$ cat config.mk
export PLATFORM = sky130hd
export DESIGN_NAME = spram_frame_arbiter_flat
export DESIGN_NICKNAME = d
export VERILOG_FILES = /design/src/rtl/spram_frame_arbiter_pkg.sv /design/src/rtl/spram_frame_arbiter_if.sv /design/src/rtl/spram_frame_arbiter_pixel_wr_fifo.sv /design/src/rtl/spram_frame_arbiter.sv /design/src/flat_wrapper.sv
export SDC_FILE = /design/constraint.sdc
export NUM_CORES = 1
export LEC_CHECK = 0
export CORE_ASPECT_RATIO = 0.5
export CORE_MARGIN = 1
export CORE_UTILIZATION = 59
export CTS_BUF_LIST = sky130_fd_sc_hd__clkbuf_16
export CTS_CLUSTER_SIZE = 30
export DETAILED_ROUTE_END_ITERATION = 12
export GPL_TIMING_DRIVEN = 0
export PLACE_DENSITY = 0.86
export SKIP_LAST_GASP = 1
export SLEW_MARGIN = 25
export SYNTH_ARGS = -nofsm -noshare
export SYNTH_HDL_FRONTEND = slang
export SYNTH_SLANG_ARGS = --single-unit
$ cat constraint.sdc
create_clock -name clk -period 10.6 [get_ports clk]
set_clock_uncertainty 0.05 [all_clocks]
set_input_delay 1.06 -clock clk [delete_from_list [all_inputs] [get_ports clk]]
set_output_delay 1.06 -clock clk [all_outputs]
set_load 0.01 [all_outputs]
$ cat src/rtl/spram_frame_arbiter_pkg.sv
// Shared types, image geometry and colour helpers for the SPRAM frame arbiter.
package spram_frame_arbiter_pkg;

    typedef enum logic [1:0] {
        ST_IDLE = 2'd0,
        ST_SYNC = 2'd1,
        ST_RUN  = 2'd2
    } arb_state_e;

    localparam int DEF_IMG_W_LOG2 = 7;
    localparam int DEF_IMG_H_LOG2 = 7;
    localparam int DEF_IMG_W      = 1 << DEF_IMG_W_LOG2;
    localparam int DEF_IMG_H      = 1 << DEF_IMG_H_LOG2;
    localparam int DEF_ADDR_W     = DEF_IMG_W_LOG2 + DEF_IMG_H_LOG2;
    localparam int DEF_FIFO_DEPTH = 8;

    localparam int PIXEL_W      = 16;
    localparam int RGB565_R_MSB = 15;
    localparam int RGB565_G_MSB = 10;
    localparam int RGB565_B_MSB = 4;

    // Keep the two most significant bits of each RGB565 channel.
    function automatic logic [5:0] rgb565_to_rgb222(input logic [PIXEL_W-1:0] px);
        return {px[RGB565_R_MSB -: 2], px[RGB565_G_MSB -: 2], px[RGB565_B_MSB -: 2]};
    endfunction

endpackage

$ cat src/rtl/spram_frame_arbiter_if.sv
// Camera, VGA and SPRAM signals shared between the arbiter and its environment.
interface spram_frame_arbiter_if #(
    parameter int ADDR_W = 14
);
    logic              enable;
    logic              cam_valid;
    logic [15:0]       cam_data;
    logic              cam_frame_done;
    logic              vga_valid;
    logic [9:0]        vga_row;
    logic [9:0]        vga_col;
    logic [ADDR_W-1:0] spram_ad;
    logic [15:0]       spram_di;
    logic              spram_we;
    logic [15:0]       spram_do;
    logic [5:0]        rgb_out;
    logic              rgb_valid;
    logic              fifo_overflow;

    modport master (
        output enable, cam_valid, cam_data, cam_frame_done,
        output vga_valid, vga_row, vga_col, spram_do,
        input  spram_ad, spram_di, spram_we, rgb_out, rgb_valid, fifo_overflow
    );

    modport slave (
        input  enable, cam_valid, cam_data, cam_frame_done,
        input  vga_valid, vga_row, vga_col, spram_do,
        output spram_ad, spram_di, spram_we, rgb_out, rgb_valid, fifo_overflow
    );
endinterface

$ cat src/rtl/spram_frame_arbiter_pixel_wr_fifo.sv
// Small synchronous FIFO that buffers {address, pixel} camera writes while the
// VGA path owns the SPRAM port.
module spram_frame_arbiter_pixel_wr_fifo #(
    parameter int WIDTH = 30,
    parameter int DEPTH = 8
) (
    input  logic             clk,
    input  logic             reset,
    input  logic             flush_i,
    input  logic             push_i,
    input  logic [WIDTH-1:0] data_i,
    input  logic             pop_i,
    output logic [WIDTH-1:0] data_o,
    output logic             full_o,
    output logic             empty_o
);
    localparam int PTR_W = $clog2(DEPTH);

    logic [PTR_W:0]   wr_ptr_q;
    logic [PTR_W:0]   rd_ptr_q;
    logic [WIDTH-1:0] mem_q [DEPTH];
    logic             wr_en_s;
    logic             rd_en_s;

    // Extra pointer bit distinguishes full from empty when the indices match.
    assign full_o  = (wr_ptr_q[PTR_W] != rd_ptr_q[PTR_W]) &&
                     (wr_ptr_q[PTR_W-1:0] == rd_ptr_q[PTR_W-1:0]);
    assign empty_o = (wr_ptr_q == rd_ptr_q);
    assign data_o  = mem_q[rd_ptr_q[PTR_W-1:0]];
    assign wr_en_s = push_i && !full_o;
    assign rd_en_s = pop_i && !empty_o;

    // Read/write pointers with synchronous flush.
    always_ff @(posedge clk or posedge reset) begin
        if (reset) begin
            wr_ptr_q <= '0;
            rd_ptr_q <= '0;
        end else if (flush_i) begin
            wr_ptr_q <= '0;
            rd_ptr_q <= '0;
        end else begin
            if (wr_en_s) begin
                wr_ptr_q <= wr_ptr_q + {{PTR_W{1'b0}}, 1'b1};
            end
            if (rd_en_s) begin
                rd_ptr_q <= rd_ptr_q + {{PTR_W{1'b0}}, 1'b1};
            end
        end
    end

    // Storage array.
    always_ff @(posedge clk or posedge reset) begin
        if (reset) begin
            for (int i = 0; i < DEPTH; i++) begin
                mem_q[i] <= '0;
            end
        end else if (wr_en_s && !flush_i) begin
            mem_q[wr_ptr_q[PTR_W-1:0]] <= data_i;
        end
    end

endmodule

$ cat src/rtl/spram_frame_arbiter.sv
// Shares the single-port frame buffer between camera writes and VGA reads;
// VGA reads win inside the image window, buffered camera writes fill the gaps.
module spram_frame_arbiter
    import spram_frame_arbiter_pkg::*;
#(
    parameter int ADDR_W     = DEF_ADDR_W,
    parameter int IMG_W_LOG2 = DEF_IMG_W_LOG2,
    parameter int IMG_H_LOG2 = DEF_IMG_H_LOG2,
    parameter int FIFO_DEPTH = DEF_FIFO_DEPTH
) (
    input  logic                  clk,
    input  logic                  reset,
    spram_frame_arbiter_if.slave  bus
);
    localparam int ENTRY_W = ADDR_W + PIXEL_W;
    localparam int IMG_W   = 1 << IMG_W_LOG2;
    localparam int IMG_H   = 1 << IMG_H_LOG2;

    arb_state_e          state_q;
    logic [ADDR_W:0]     push_addr_q;
    logic [ADDR_W:0]     push_addr_d;
    logic [ADDR_W-1:0]   spram_ad_q;
    logic [PIXEL_W-1:0]  spram_di_q;
    logic                spram_we_q;
    logic                overflow_q;
    logic                win1_q;
    logic                win2_q;
    logic                rgb_valid_q;
    logic [5:0]          rgb_out_q;

    logic                in_win_s;
    logic                run_s;
    logic                read_s;
    logic                addr_sat_s;
    logic                push_s;
    logic                drop_s;
    logic                pop_s;
    logic                flush_s;
    logic                full_s;
    logic                empty_s;
    logic [ENTRY_W-1:0]  push_entry_s;
    logic [ENTRY_W-1:0]  pop_entry_s;

    assign in_win_s     = bus.vga_valid &&
                          (bus.vga_row < 10'(IMG_H)) &&
                          (bus.vga_col < 10'(IMG_W));
    assign run_s        = (state_q == ST_RUN) && bus.enable;
    assign read_s       = run_s && in_win_s;
    assign addr_sat_s   = push_addr_q[ADDR_W];
    assign push_s       = run_s && bus.cam_valid && !addr_sat_s && !full_s;
    assign drop_s       = run_s && bus.cam_valid && !addr_sat_s && full_s;
    assign pop_s        = run_s && !in_win_s && !empty_s;
    assign flush_s      = !bus.enable || (state_q != ST_RUN);
    assign push_entry_s = {push_addr_q[ADDR_W-1:0], bus.cam_data};

    spram_frame_arbiter_pixel_wr_fifo #(
        .WIDTH (ENTRY_W),
        .DEPTH (FIFO_DEPTH)
    ) u_pixel_wr_fifo (
        .clk     (clk),
        .reset   (reset),
        .flush_i (flush_s),
        .push_i  (push_s),
        .data_i  (push_entry_s),
        .pop_i   (pop_s),
        .data_o  (pop_entry_s),
        .full_o  (full_s),
        .empty_o (empty_s)
    );

    // Next camera address: frame done rewinds, a saturated counter stays put.
    always_comb begin
        push_addr_d = push_addr_q;
        if (!bus.enable) begin
            push_addr_d = '0;
        end else if (bus.cam_frame_done && (state_q != ST_IDLE)) begin
            push_addr_d = '0;
        end else if (run_s && bus.cam_valid && !addr_sat_s) begin
            push_addr_d = push_addr_q + {{ADDR_W{1'b0}}, 1'b1};
        end else begin
            push_addr_d = push_addr_q;
        end
    end

    // State machine, port grant and the three-stage read colour pipeline.
    always_ff @(posedge clk or posedge reset) begin
        if (reset) begin
            state_q     <= ST_IDLE;
            push_addr_q <= '0;
            spram_ad_q  <= '0;
            spram_di_q  <= '0;
            spram_we_q  <= 1'b0;
            overflow_q  <= 1'b0;
            win1_q      <= 1'b0;
            win2_q      <= 1'b0;
            rgb_valid_q <= 1'b0;
            rgb_out_q   <= 6'd0;
        end else begin
            push_addr_q <= push_addr_d;
            win1_q      <= read_s;
            win2_q      <= win1_q;
            rgb_valid_q <= win2_q;
            rgb_out_q   <= win2_q ? rgb565_to_rgb222(bus.spram_do) : 6'd0;

            if (!bus.enable) begin
                state_q    <= ST_IDLE;
                spram_we_q <= 1'b0;
                overflow_q <= 1'b0;
            end else begin
                case (state_q)
                    ST_IDLE: begin
                        state_q    <= ST_SYNC;
                        spram_we_q <= 1'b0;
                    end
                    ST_SYNC: begin
                        state_q    <= bus.cam_frame_done ? ST_RUN : ST_SYNC;
                        spram_we_q <= 1'b0;
                    end
                    ST_RUN: begin
                        state_q <= ST_RUN;
                        if (drop_s) begin
                            overflow_q <= 1'b1;
                        end
                        if (read_s) begin
                            spram_ad_q <= {bus.vga_row[IMG_H_LOG2-1:0],
                                           bus.vga_col[IMG_W_LOG2-1:0]};
                            spram_we_q <= 1'b0;
                        end else if (pop_s) begin
                            spram_ad_q <= pop_entry_s[ENTRY_W-1:PIXEL_W];
                            spram_di_q <= pop_entry_s[PIXEL_W-1:0];
                            spram_we_q <= 1'b1;
                        end else begin
                            spram_we_q <= 1'b0;
                        end
                    end
                    default: begin
                        state_q    <= ST_IDLE;
                        spram_we_q <= 1'b0;
                    end
                endcase
            end
        end
    end

    assign bus.spram_ad      = spram_ad_q;
    assign bus.spram_di      = spram_di_q;
    assign bus.spram_we      = spram_we_q;
    assign bus.rgb_out       = rgb_out_q;
    assign bus.rgb_valid     = rgb_valid_q;
    assign bus.fifo_overflow = overflow_q;

endmodule
$ cat src/flat_wrapper.sv
// flat-port wrapper written by rule: the top's interface ports become plain ports
module spram_frame_arbiter_flat import spram_frame_arbiter_pkg::*;
#(
    parameter int ADDR_W     = DEF_ADDR_W,
    parameter int IMG_W_LOG2 = DEF_IMG_W_LOG2,
    parameter int IMG_H_LOG2 = DEF_IMG_H_LOG2,
    parameter int FIFO_DEPTH = DEF_FIFO_DEPTH
)
  (clk, reset, bus_enable, bus_cam_valid, bus_cam_data, bus_cam_frame_done, bus_vga_valid, bus_vga_row, bus_vga_col, bus_spram_do, bus_spram_ad, bus_spram_di, bus_spram_we, bus_rgb_out, bus_rgb_valid, bus_fifo_overflow);
  spram_frame_arbiter_if #(.ADDR_W(ADDR_W)) bus_i ();
  input  logic clk;
  input  logic reset;
  input wire logic [$bits(bus_i.enable)-1:0] bus_enable;
  input wire logic [$bits(bus_i.cam_valid)-1:0] bus_cam_valid;
  input wire logic [$bits(bus_i.cam_data)-1:0] bus_cam_data;
  input wire logic [$bits(bus_i.cam_frame_done)-1:0] bus_cam_frame_done;
  input wire logic [$bits(bus_i.vga_valid)-1:0] bus_vga_valid;
  input wire logic [$bits(bus_i.vga_row)-1:0] bus_vga_row;
  input wire logic [$bits(bus_i.vga_col)-1:0] bus_vga_col;
  input wire logic [$bits(bus_i.spram_do)-1:0] bus_spram_do;
  output wire logic [$bits(bus_i.spram_ad)-1:0] bus_spram_ad;
  output wire logic [$bits(bus_i.spram_di)-1:0] bus_spram_di;
  output wire logic [$bits(bus_i.spram_we)-1:0] bus_spram_we;
  output wire logic [$bits(bus_i.rgb_out)-1:0] bus_rgb_out;
  output wire logic [$bits(bus_i.rgb_valid)-1:0] bus_rgb_valid;
  output wire logic [$bits(bus_i.fifo_overflow)-1:0] bus_fifo_overflow;
  assign bus_i.enable = bus_enable;
  assign bus_i.cam_valid = bus_cam_valid;
  assign bus_i.cam_data = bus_cam_data;
  assign bus_i.cam_frame_done = bus_cam_frame_done;
  assign bus_i.vga_valid = bus_vga_valid;
  assign bus_i.vga_row = bus_vga_row;
  assign bus_i.vga_col = bus_vga_col;
  assign bus_i.spram_do = bus_spram_do;
  assign bus_spram_ad = bus_i.spram_ad;
  assign bus_spram_di = bus_i.spram_di;
  assign bus_spram_we = bus_i.spram_we;
  assign bus_rgb_out = bus_i.rgb_out;
  assign bus_rgb_valid = bus_i.rgb_valid;
  assign bus_fifo_overflow = bus_i.fifo_overflow;
  spram_frame_arbiter #(.ADDR_W(ADDR_W), .IMG_W_LOG2(IMG_W_LOG2), .IMG_H_LOG2(IMG_H_LOG2), .FIFO_DEPTH(FIFO_DEPTH)) u_core (.clk(clk), .reset(reset), .bus(bus_i));
endmodule
==> results.md, run 1 <==
* IO Port Bufs at 86
* Main combinational cell family by area after synthesis: multiplexers
* Ys async rst share at 1.00
* Post-Syn Area at 14100 um2
* Die Ht at 111 um
* First-pass GRT wire length at 52.5 mm
* Worst Tran Pin Value at between 0.8 and 0.9 ns
* Part of the power in registers at 0.527
* Latest clock arrival within the worst-skew pair at around 0.55 ns
* CP Capture Type: flop
* Mux share of post-synthesis cell area at 0.314
* Met2 wire len at 15.8 mm
* Ys Warns at 0
* Mapped Nets at 1024
* CP max FO at 10
* Simple-gate share of the synthesized area at 0.0703
* Clk pwr share at 0.417
* DRC Markers at 2
* Leakage at 7.72 nW
* Total Routing Usage GR at 0.279
* RSZ-0062 raised after global routing: false
* Drt first pass iters at 11
* Final core occ at 0.704
* Startpoint types: input pin
* Root Buffer Master: clkbuf_16
* WL/cell at approximately 23 um
* Worst R2R Path Depth at 6
* Tot Pwr at roughly 2.3 mW
* Post-Place Worst Slack at 6.89 ns
* Antenna Violating Nets Remaining at 0
* Total negative slack at 0 ns
* Worst EP arrival at 3.62 ns
* Hold Crit Start: u_core.win1_q
* Maxcap violations at 0
* # fillers at approximately 1500
* Post-CTS Hold Fix Bufs at 0
* Final HPWL DP at 21.0 mm
* XOR/XNOR Fraction of Synth Area at 0.00558
* DRT iter0 DRCs at 783
* CTS tree: yes
* Critical path type: input pin to flop
* Routed wl met3 at 1.59 mm
* Final Cycle Share at 0.307
* Most frequent cells in the layout: 306 x dfrtp_1, 254 x mux2_2, 86 x clkdlybuf4s50_1
* Die width at 221 um
* # setup viols final at 0
* Pins Over Slew Limit at 0
* Initial Util at 0.610
* Switching part of the total at 0.222
* Clk slew on worst S/H paths at 0.07 ns
* Nets at 1141
* Hold path depth at 0
* Final WS setup at 7.35 ns
* Min Tclk post-route at 3.25 ns
* Via Count at 8626
* Clock sink count at 306
* Hold WS at around 0.31 ns
* Number of setup buffers added after CTS at 0
* Layout cells sized above 1 at 0.385
* CTS Buffer Depth at 3
* Gr ovfl total at 0
* Status: complete, but fails checks
* Post-synthesis sequential area ratio at 0.542
* Syn Area/Cell at between 10 and 15 um2
* Hold Crit Class: flop to flop
* Wire length on met1 at around 14 mm
* R2r setup slk at 7.99 ns
* Io pins at 97
* Netlist cell types at 53
* Final GP Congestion at 0.822
* Worst VDD drop at roughly 0.11 mV
* Vias per inst at slightly above 6
* Core area at 23100 um2
* Largest net degree at the start of global routing at 105
* Mapped Cells at 963
* Post-synthesis compound-gate area fraction at 0.0252
* Top sig layer: met4
* Critical Path Start: bus_enable
* DIE AREA at approximately 25000 um2
* TritonCTS Buffers at 26
* Violated checks: design-rule violations
* Top_reg_cell synth: dfrtp_1
* Pwr dens at between 100 and 150 nW/um2
* Routed wire length at 31.9 mm
* Depth of the CTS H-tree at 1
* Fin. Hold Viols at 0
* Post-synth EDFFs at 0
* Seq cells post-synth at 306
* Worst r2r src: u_core.u_pixel_wr_fifo.rd_ptr_q[2]
* Post-synthesis adder-cell area fraction at 0.00266
* Switching power at 0.506 mW
* Initial antenna violation count at 0
* Area grow syn2layout at 15.4%
* Slew margin rel. at 0.410
* Number of gates resized after CTS at 0
* Internal at 1.77 mW
* Antenna cells at 0
* Combinational share of power at 0.056
* Max Fclk at 307 MHz
* Most common cell after layout, fill and taps aside: dfrtp_1
* Row cnt at 39
* Worst EP required at 10.97 ns
* Vias in the first global route at 9431
## layer usage
layer  global-route usage  vias up
met4               0.0813        0
met5                    0        -
li1                     -     3747
met2                0.453      224
met1                0.391     4579
met3               0.0470       76
## kinds of logic (layout without fill, tap and decap cells)
logic type,after synthesis,after routing
muxes,334,334
DFF,306,306
and+or+nand+nor,176,176
buffers and inverters,93,229
AOI/OAI and AO/OA,42,42
xor gates and xnor gates,9,9
adders and majority gates,3,3
## registers in the layout (all words and copies together), names as in the netlist
signal	count
u_core.win2_q	1
u_core.u_pixel_wr_fifo.mem_q	240
u_core.bus.spram_we	1
u_core.bus.rgb_out	6
u_core.u_pixel_wr_fifo.rd_ptr_q	4
u_core.push_addr_q	15
u_core.state_q	2
u_core.u_pixel_wr_fifo.wr_ptr_q	4
u_core.win1_q	1
u_core.bus.spram_ad	14
u_core.bus.spram_di	16
u_core.bus.rgb_valid	1
u_core.bus.fifo_overflow	1
## power by group through the flow
stage	Clock, mW	Combinational, mW	Sequential [mW]
floorplan	0	0.0774	1.22
global placement	0	0.117	1.22
detailed placement	0	0.127	1.22
CTS	0.959	0.129	1.20
global route	1.01	0.141	1.20
finish	0.951	0.127	1.20
## critical path: stages
cell and delay [ns]:
clkdlybuf4s50_1 0.60, nand4b_1 0.35, or2_1 0.32, clkbuf_1 0.24, nor4b_4 0.37, buf_4 0.32
mux2_2 0.37
## metrics by stage
stage | std cells | cell area, um2
after floorplan | 963 | 14100
after global placement | 1356 | 15400
after detailed placement | 1359 | 15500
after CTS | 1406 | 16300
after global routing | 1406 | 16300
final | 1406 | 16300
## Yosys cell counts, types with 2 or more instances
cell	count	area share
nand4_2	3	0.0027
nand2_1	48	0.013
mux2i_1	4	0.0028
nor3_1	29	0.010
mux2_2	254	0.20
or3_1	5	0.0022
buf_1	2	0.00053
or2_1	2	0.00089
nand3_1	6	0.0021
o211ai_1	3	0.0016
nor2b_1	2	0.00089
inv_1	18	0.0048
clkbuf_1	31	0.0082
and4_1	2	0.0012
xor2_1	4	0.0025
and3_1	2	0.00089
nand4_1	2	0.00089
nor2_1	25	0.0066
a2111oi_0	4	0.0025
buf_6	24	0.019
buf_4	6	0.0032
mux2_1	16	0.013
dfrtp_1	306	0.54
mux4_2	60	0.096
and3b_1	3	0.0019
a31o_2	2	0.0012
nor4_1	2	0.00089
xnor2_1	5	0.0031
o31ai_1	3	0.0016
buf_2	12	0.0043
o21a_1	2	0.0011
a21oi_1	9	0.0032
o21ai_0	7	0.0025
a2111oi_2	10	0.011
ha_1	3	0.0027
nand4b_2	2	0.0021
nand3b_1	2	0.0011
or4_1	6	0.0032
nand2b_1	16	0.0071
and2_1	8	0.0035
## cell type report
class | count | area (um2) | share of cell area
timing repair buffer | 89 | 943 | 0.0579
clock buffer | 26 | 651 | 0.0399
multi-input combinational | 564 | 5900 | 0.362
buffer | 75 | 499 | 0.0306
inverter | 18 | 75.1 | 0.00461
clock inverter | 21 | 183 | 0.0112
sequential | 306 | 7660 | 0.470
tap | 307 | 384 | 0.0236
## final timing paths
check	to
worst max-delay path	u_core.u_pixel_wr_fifo.mem_q[50]
worst min-delay path	u_core.win2_q
worst max register to register	u_core.bus.spram_ad[2]
worst min register to register	u_core.win2_q
max in group asynchronous	u_core.bus.spram_di[10]
min in group asynchronous	u_core.u_pixel_wr_fifo.mem_q[235]
Power figures use the tool's default switching activity.
==> run 2, diff against run 1 <==
==> constraint.sdc (replaced) <==
create_clock -name clk -period 3 [get_ports clk]
set_clock_uncertainty 0.05 [all_clocks]
set_input_delay 0.3 -clock clk [delete_from_list [all_inputs] [get_ports clk]]
set_output_delay 0.3 -clock clk [all_outputs]
set_load 0.01 [all_outputs]
==> results.md, run 2 (same netlist as run 1, synthesis figures left out) <==
* Via Count at 8671 (+0.52%)
* Violated checks: design-rule violations
* Max Fclk at 387 MHz
* TritonCTS Buffers at 27 (+3.8%)
* Pwr dens at 484 nW/um2 (+250%)
* # fillers at 1462 (-2.9%)
* Area grow syn2layout at 16.2%
* Post-Place Worst Slack at 0.0576 ns (-6.83 ns)
* Worst EP arrival at 2.96 ns (-0.66 ns)
* Clk slew on worst S/H paths at 0.07 ns (about the same)
* CP endpoint: u_core.u_pixel_wr_fifo.mem_q[57]
* Final WS setup at 0.414 ns (-6.93 ns)
* CTS tree: yes
* Initial Util at 0.610 (unchanged)
* Critical path type: flop to flop
* Maxcap violations at 0 (unchanged)
* Drt first pass iters at 9 (-2)
* Most frequent cells in the layout: 306 x dfrtp_1, 254 x mux2_2, 86 x clkdlybuf4s50_1
* CP max FO at 10 (unchanged)
* Die width at 221 um (unchanged)
* Depth of the CTS H-tree at 1 (unchanged)
* Root Buffer Master: clkbuf_16
* Crit-path max cell delay at 0.44 ns (-0.16 ns)
* Slowest CP cell: dfrtp_1
* DIE AREA at 24600 um2 (unchanged)
* RR Endpoint: u_core.u_pixel_wr_fifo.mem_q[57]
* Core area at 23100 um2 (unchanged)
* Number of setup buffers added after CTS at 0 (unchanged)
* Pins Over Slew Limit at 0 (unchanged)
* WL/cell at 22.4 um (-1.4%)
* Worst r2r src: u_core.state_q[0]
* Fin. Hold Viols at 0 (unchanged)
* First-pass GRT wire length at 52.0 mm (-0.85%)
* Register with the most flip-flops: u_core.u_pixel_wr_fifo.mem_q
* Most common cell after layout, fill and taps aside: dfrtp_1
* Crit-path cells: nand4b_1, or2_1, clkbuf_1, nor4b_4, buf_4, mux2_2
* Gr ovfl total at 0 (unchanged)
* CTS Buffer Depth at 3 (unchanged)
* Number of flip-flops in the largest register at 240 (unchanged)
* Antenna cells at 0 (unchanged)
* Worst VDD drop at 0.370 mV (+240%)
* CP Capture Type: flop
* Hold WS at 0.00779 ns (-0.305 ns)
* Clock sink count at 306 (unchanged)
* RSZ-0062 raised after global routing: false
* Die Ht at 111 um (unchanged)
* Number of gates resized after CTS at 0 (unchanged)
* Latest clock arrival within the worst-skew pair at 0.55 ns (about the same)
* Row cnt at 39 (unchanged)
* Worst EP required at 3.38 ns (-7.59 ns)
* DRT iter0 DRCs at 735 (-6.1%)
* Startpoint types: flop
* Layout cells sized above 1 at 0.385 (about the same)
* Status: complete, but fails checks
* Min Tclk post-route at 2.59 ns
* Final GP Congestion at 0.828 (+0.74%)
* DRC Markers at 1 (-1)
* R2r setup slk at 0.41 ns (-7.58 ns)
* IO Port Bufs at 86 (unchanged)
* Routed wire length at 31.7 mm (-0.74%)
* Sequential Area at 7660 um2 (unchanged)
* Io pins at 97 (unchanged)
* Total Routing Usage GR at 0.276 (-0.00292)
* # setup viols final at 0 (unchanged)
* Slew margin rel. at 0.442 (+0.0315)
* Final core occ at 0.709 (+0.00514)
* Leakage at 7.79 nW (+0.87%)
* Initial antenna violation count at 0 (unchanged)
* Post-CTS Hold Fix Bufs at 0 (unchanged)
* Vias per inst at 6.12 (-0.19%)
* Worst R2R Path Depth at 6 (unchanged)
* Final Cycle Share at 0.862
* Largest net degree at the start of global routing at 36 (-66%)
* Tot Pwr at 7.95 mW (+250%)
* Hold Crit Class: input pin to async pin
* Final HPWL DP at 21.3 mm (+1.2%)
* Worst Tran Pin Value at 0.837 ns (-0.0473 ns)
* Critical Path Start: u_core.state_q[0]
* Nets at 1150 (+0.79%)
* Vias in the first global route at 9342 (-0.94%)
* Antenna Violating Nets Remaining at 0 (unchanged)
* Area of the multi-input gates at 5900 um2 (unchanged)
-- run 2: cell count changes in the layout (fill, tap and decap cells not counted) --
cell,previous run,this run
buf_12,0,8
bufinv_16,3,1
clkbuf_16,26,27
clkinv_1,5,7
clkinv_2,7,5
clkinv_8,1,0
inv_1,21,25
inv_6,0,1
inv_8,1,0
-- run 2: through the flow --
stage	instance area, um2	cells	setup TNS, ns
2_1_floorplan	14100	963	-434.82
3_3_place_gp	15400	1356	-960.27
3_5_place_dp	15600	1367	0
4_1_cts	16400	1416	0
5_1_grt	16400	1416	0
6_report	16400	1416	0
-- run 2: worst min path at each step --
stage / start / slack [ns] / end
floorplan: u_core.win1_q / 0.28 / u_core.win2_q
global placement: u_core.win1_q / 0.28 / u_core.win2_q
detailed placement: u_core.win1_q / 0.29 / u_core.win2_q
CTS: reset / 0.004 / u_core.bus.spram_di[5]
global route: reset / 0.04 / u_core.bus.spram_di[5]
finish: reset / 0.008 / u_core.bus.spram_di[5]
-- run 2: layout make-up --
type                            instances  share of cell area
Sequential cell                       306               0.467
Multi-Input combinational cell        564               0.359
Timing Repair Buffer                   97              0.0673
Clock buffer                           27              0.0412
Buffer                                 75              0.0304
Tap cell                              307              0.0234
Clock inverter                         22             0.00732
Inverter                               18             0.00435
-- run 2: metal layers --
layer / vias to the layer above / GRT usage / wire [um] / share of wire
li1: 3769 / - / - / -
met2: 215 / 0.440 / 15500 / 0.49
met3: 61 / 0.0579 / 1750 / 0.055
met4: 0 / 0.0831 / 851 / 0.027
met5: - / 0 / 0 / 0
met1: 4626 / 0.385 / 13600 / 0.43
-- run 2: worst max-delay path: cells and delay by family (launching register included) --
family	cells	cell delay, ns
buf+inv	2	0.54
flops	1	0.44
mux	1	0.37
simple gates	3	1.06
-- run 2: report_power, final --
part	internal, mW	switching [mW]	leakage (nW)
sequential	4.20	0.0406	4.25
combinational	0.241	0.230	3.11
clock	1.71	1.52	0.425
==> run 3, diff against run 2 <==
==> constraint.sdc (replaced) <==
create_clock -name clk -period 2.9 [get_ports clk]
set_clock_uncertainty 0.05 [all_clocks]
set_input_delay 0.29 -clock clk [delete_from_list [all_inputs] [get_ports clk]]
set_output_delay 0.29 -clock clk [all_outputs]
set_load 0.01 [all_outputs]
==> results.md, run 3 (same netlist as run 1, synthesis figures left out) <==
* Status: complete, but fails checks
* Violated checks: design-rule violations
* Latest clock arrival within the worst-skew pair at 0.55 ns (about the same)
* Final WS setup at 0.306 ns (-0.109 ns)
* Initial Util at 0.610 (unchanged)
* RSZ-0062 raised after global routing: false
* Min Tclk post-route at 2.59 ns (+0.00859 ns)
* Worst r2r src: u_core.state_q[0]
* DIE AREA at 24600 um2 (unchanged)
* Core area at 23100 um2 (unchanged)
* Root Buffer Master: clkbuf_16
* Max Fclk at 385 MHz (-0.33%)
* Number of flip-flops in the largest register at 240 (unchanged)
* CTS Buffer Depth at 3 (unchanged)
* CP max FO at 10 (unchanged)
* Gr ovfl total at 0 (unchanged)
* # fillers at 1460 (-0.14%)
* Antenna cells at 0 (unchanged)
* Initial antenna violation count at 0 (unchanged)
* Post-CTS Hold Fix Bufs at 1 (+1)
* Hold Crit Start: bus_spram_do[14]
* Hold Crit Class: input pin to flop
* Met1 GRT Util at 0.385 (about the same)
* Critical path type: flop to flop
* First-pass GRT wire length at 52.0 mm (about the same)
* Pins Over Slew Limit at 0 (unchanged)
* Leakage at 7.79 nW (about the same)
* Number of gates resized after CTS at 0 (unchanged)
* GRT busiest layer: met2
* Slew margin rel. at 0.439 (-0.00323)
* Final core occ at 0.710 (about the same)
* Clock sink count at 306 (unchanged)
* Die width at 221 um (unchanged)
* DRT iter0 DRCs at 758 (+3.1%)
* Worst EP required at 3.27 ns (-0.11 ns)
* Largest net degree at the start of global routing at 36 (unchanged)
* Via Count at 8661 (-0.12%)
* CTS tree: yes
* Post-Place Worst Slack at -0.0324 ns (-0.0900 ns)
* Endpoint, Worst Hold: u_core.bus.rgb_out[4]
* TritonCTS Buffers at 27 (unchanged)
* Total negative slack at 0 ns (unchanged)
* Number of setup buffers added after CTS at 0 (unchanged)
* # setup viols final at 0 (unchanged)
* Io pins at 97 (unchanged)
* Row cnt at 39 (unchanged)
* Hold path depth at 2
* Final GP Congestion at 0.828 (unchanged)
* Most frequent cells in the layout: 306 x dfrtp_1, 254 x mux2_2, 86 x clkdlybuf4s50_1
* Nets at 1151 (+0.087%)
* Routed wire length at 31.8 mm (+0.19%)
* WL/cell at 22.4 um (+0.12%)
* DRC Markers at 1 (unchanged)
* Maxcap violations at 0 (unchanged)
* Final HPWL DP at 21.3 mm (unchanged)
* Worst Tran Pin Value at 0.842 ns (+0.00484 ns)
* Drt first pass iters at 9 (unchanged)
* RR Endpoint: u_core.u_pixel_wr_fifo.mem_q[57]
* Worst VDD drop at 0.380 mV (+2.8%)
* R2r setup slk at 0.31 ns (-0.11 ns)
* Worst R2R Path Depth at 6 (unchanged)
* Fin. Hold Viols at 0 (unchanged)
* Total Routing Usage GR at 0.276 (about the same)
* Worst EP arrival at 2.97 ns (about the same)
* Final Cycle Share at 0.895 (+0.0327)
* Vias per inst at 6.11 (-0.19%)
* Pwr dens at 500 nW/um2 (+3.3%)
* Antenna Violating Nets Remaining at 0 (unchanged)
* Layout cells sized above 1 at 0.385 (about the same)
* Register with the most flip-flops: u_core.u_pixel_wr_fifo.mem_q
* Depth of the CTS H-tree at 1 (unchanged)
* IO Port Bufs at 86 (unchanged)
* Grt met3 use at 0.0579 (unchanged)
* CP Capture Type: flop
* Clk slew on worst S/H paths at 0.07 ns (about the same)
* Met2 usage at 0.440 (about the same)
* Vias in the first global route at 9342 (unchanged)
* Startpoint types: flop
* Area grow syn2layout at 16.3% (about the same)
* Most common cell after layout, fill and taps aside: dfrtp_1
* Die Ht at 111 um (unchanged)
run 3: how the worst max path moves through the flow:
stage	startpoint	cells past startpoint	end	slack [ns]
final	u_core.state_q[0]	6	u_core.u_pixel_wr_fifo.mem_q[57]	0.31
after global routing	u_core.state_q[0]	6	u_core.u_pixel_wr_fifo.mem_q[51]	0.18
after CTS	u_core.u_pixel_wr_fifo.rd_ptr_q[0]	7	u_core.bus.spram_di[5]	0.30
after detailed placement	bus_enable	7	u_core.u_pixel_wr_fifo.mem_q[38]	-0.03
after global placement	reset	2	u_core.u_pixel_wr_fifo.mem_q[51]	-3.26
after floorplan	reset	1	u_core.bus.fifo_overflow	-1.51
run 3: where the power goes:
| group | switching, mW | leakage [nW] | internal (mW) |
|---|---|---|---|
| Clock | 1.57 | 0.425 | 1.77 |
| Combinational | 0.239 | 3.11 | 0.250 |
| Sequential | 0.0421 | 4.25 | 4.34 |
run 3: layer usage:
| metal | vias up | wire length (um) | share of wire |
|---|---|---|---|
| met2 | 223 | 15500 | 0.49 |
| met4 | 0 | 884 | 0.028 |
| li1 | 3770 | - | - |
| met3 | 70 | 1700 | 0.054 |
| met1 | 4598 | 13700 | 0.43 |
| met5 | - | 0 | 0 |
run 3: layout make-up:
cell class / count / area, um2 / area share
buffer: 75 / 499 / 0.0304
clock inverter: 22 / 120 / 0.00732
multi-input combinational: 564 / 5900 / 0.359
inverter: 18 / 71.3 / 0.00434
clock buffer: 27 / 676 / 0.0412
tap: 307 / 384 / 0.0234
timing repair buffer: 98 / 1110 / 0.0678
sequential: 306 / 7660 / 0.466
run 3: worst max-delay path: stages (launching register included):
cell and delay (ns):
dfrtp_1 0.44, nand4b_1 0.41, or2_1 0.32, clkbuf_1 0.23, nor4b_4 0.33, buf_4 0.31
mux2_2 0.37
run 3: metrics by stage:
stage / power, mW / std cells / hold WS (ns) / area [um2]
final: 8.22 / 1417 / 0.268 / 16400
after floorplan: 4.74 / 963 / 0.281 / 14100
after global placement: 4.89 / 1356 / 0.283 / 15400
after CTS: 8.26 / 1417 / 0.256 / 16400
after global routing: 8.48 / 1417 / 0.267 / 16400
after detailed placement: 4.95 / 1367 / 0.287 / 15600
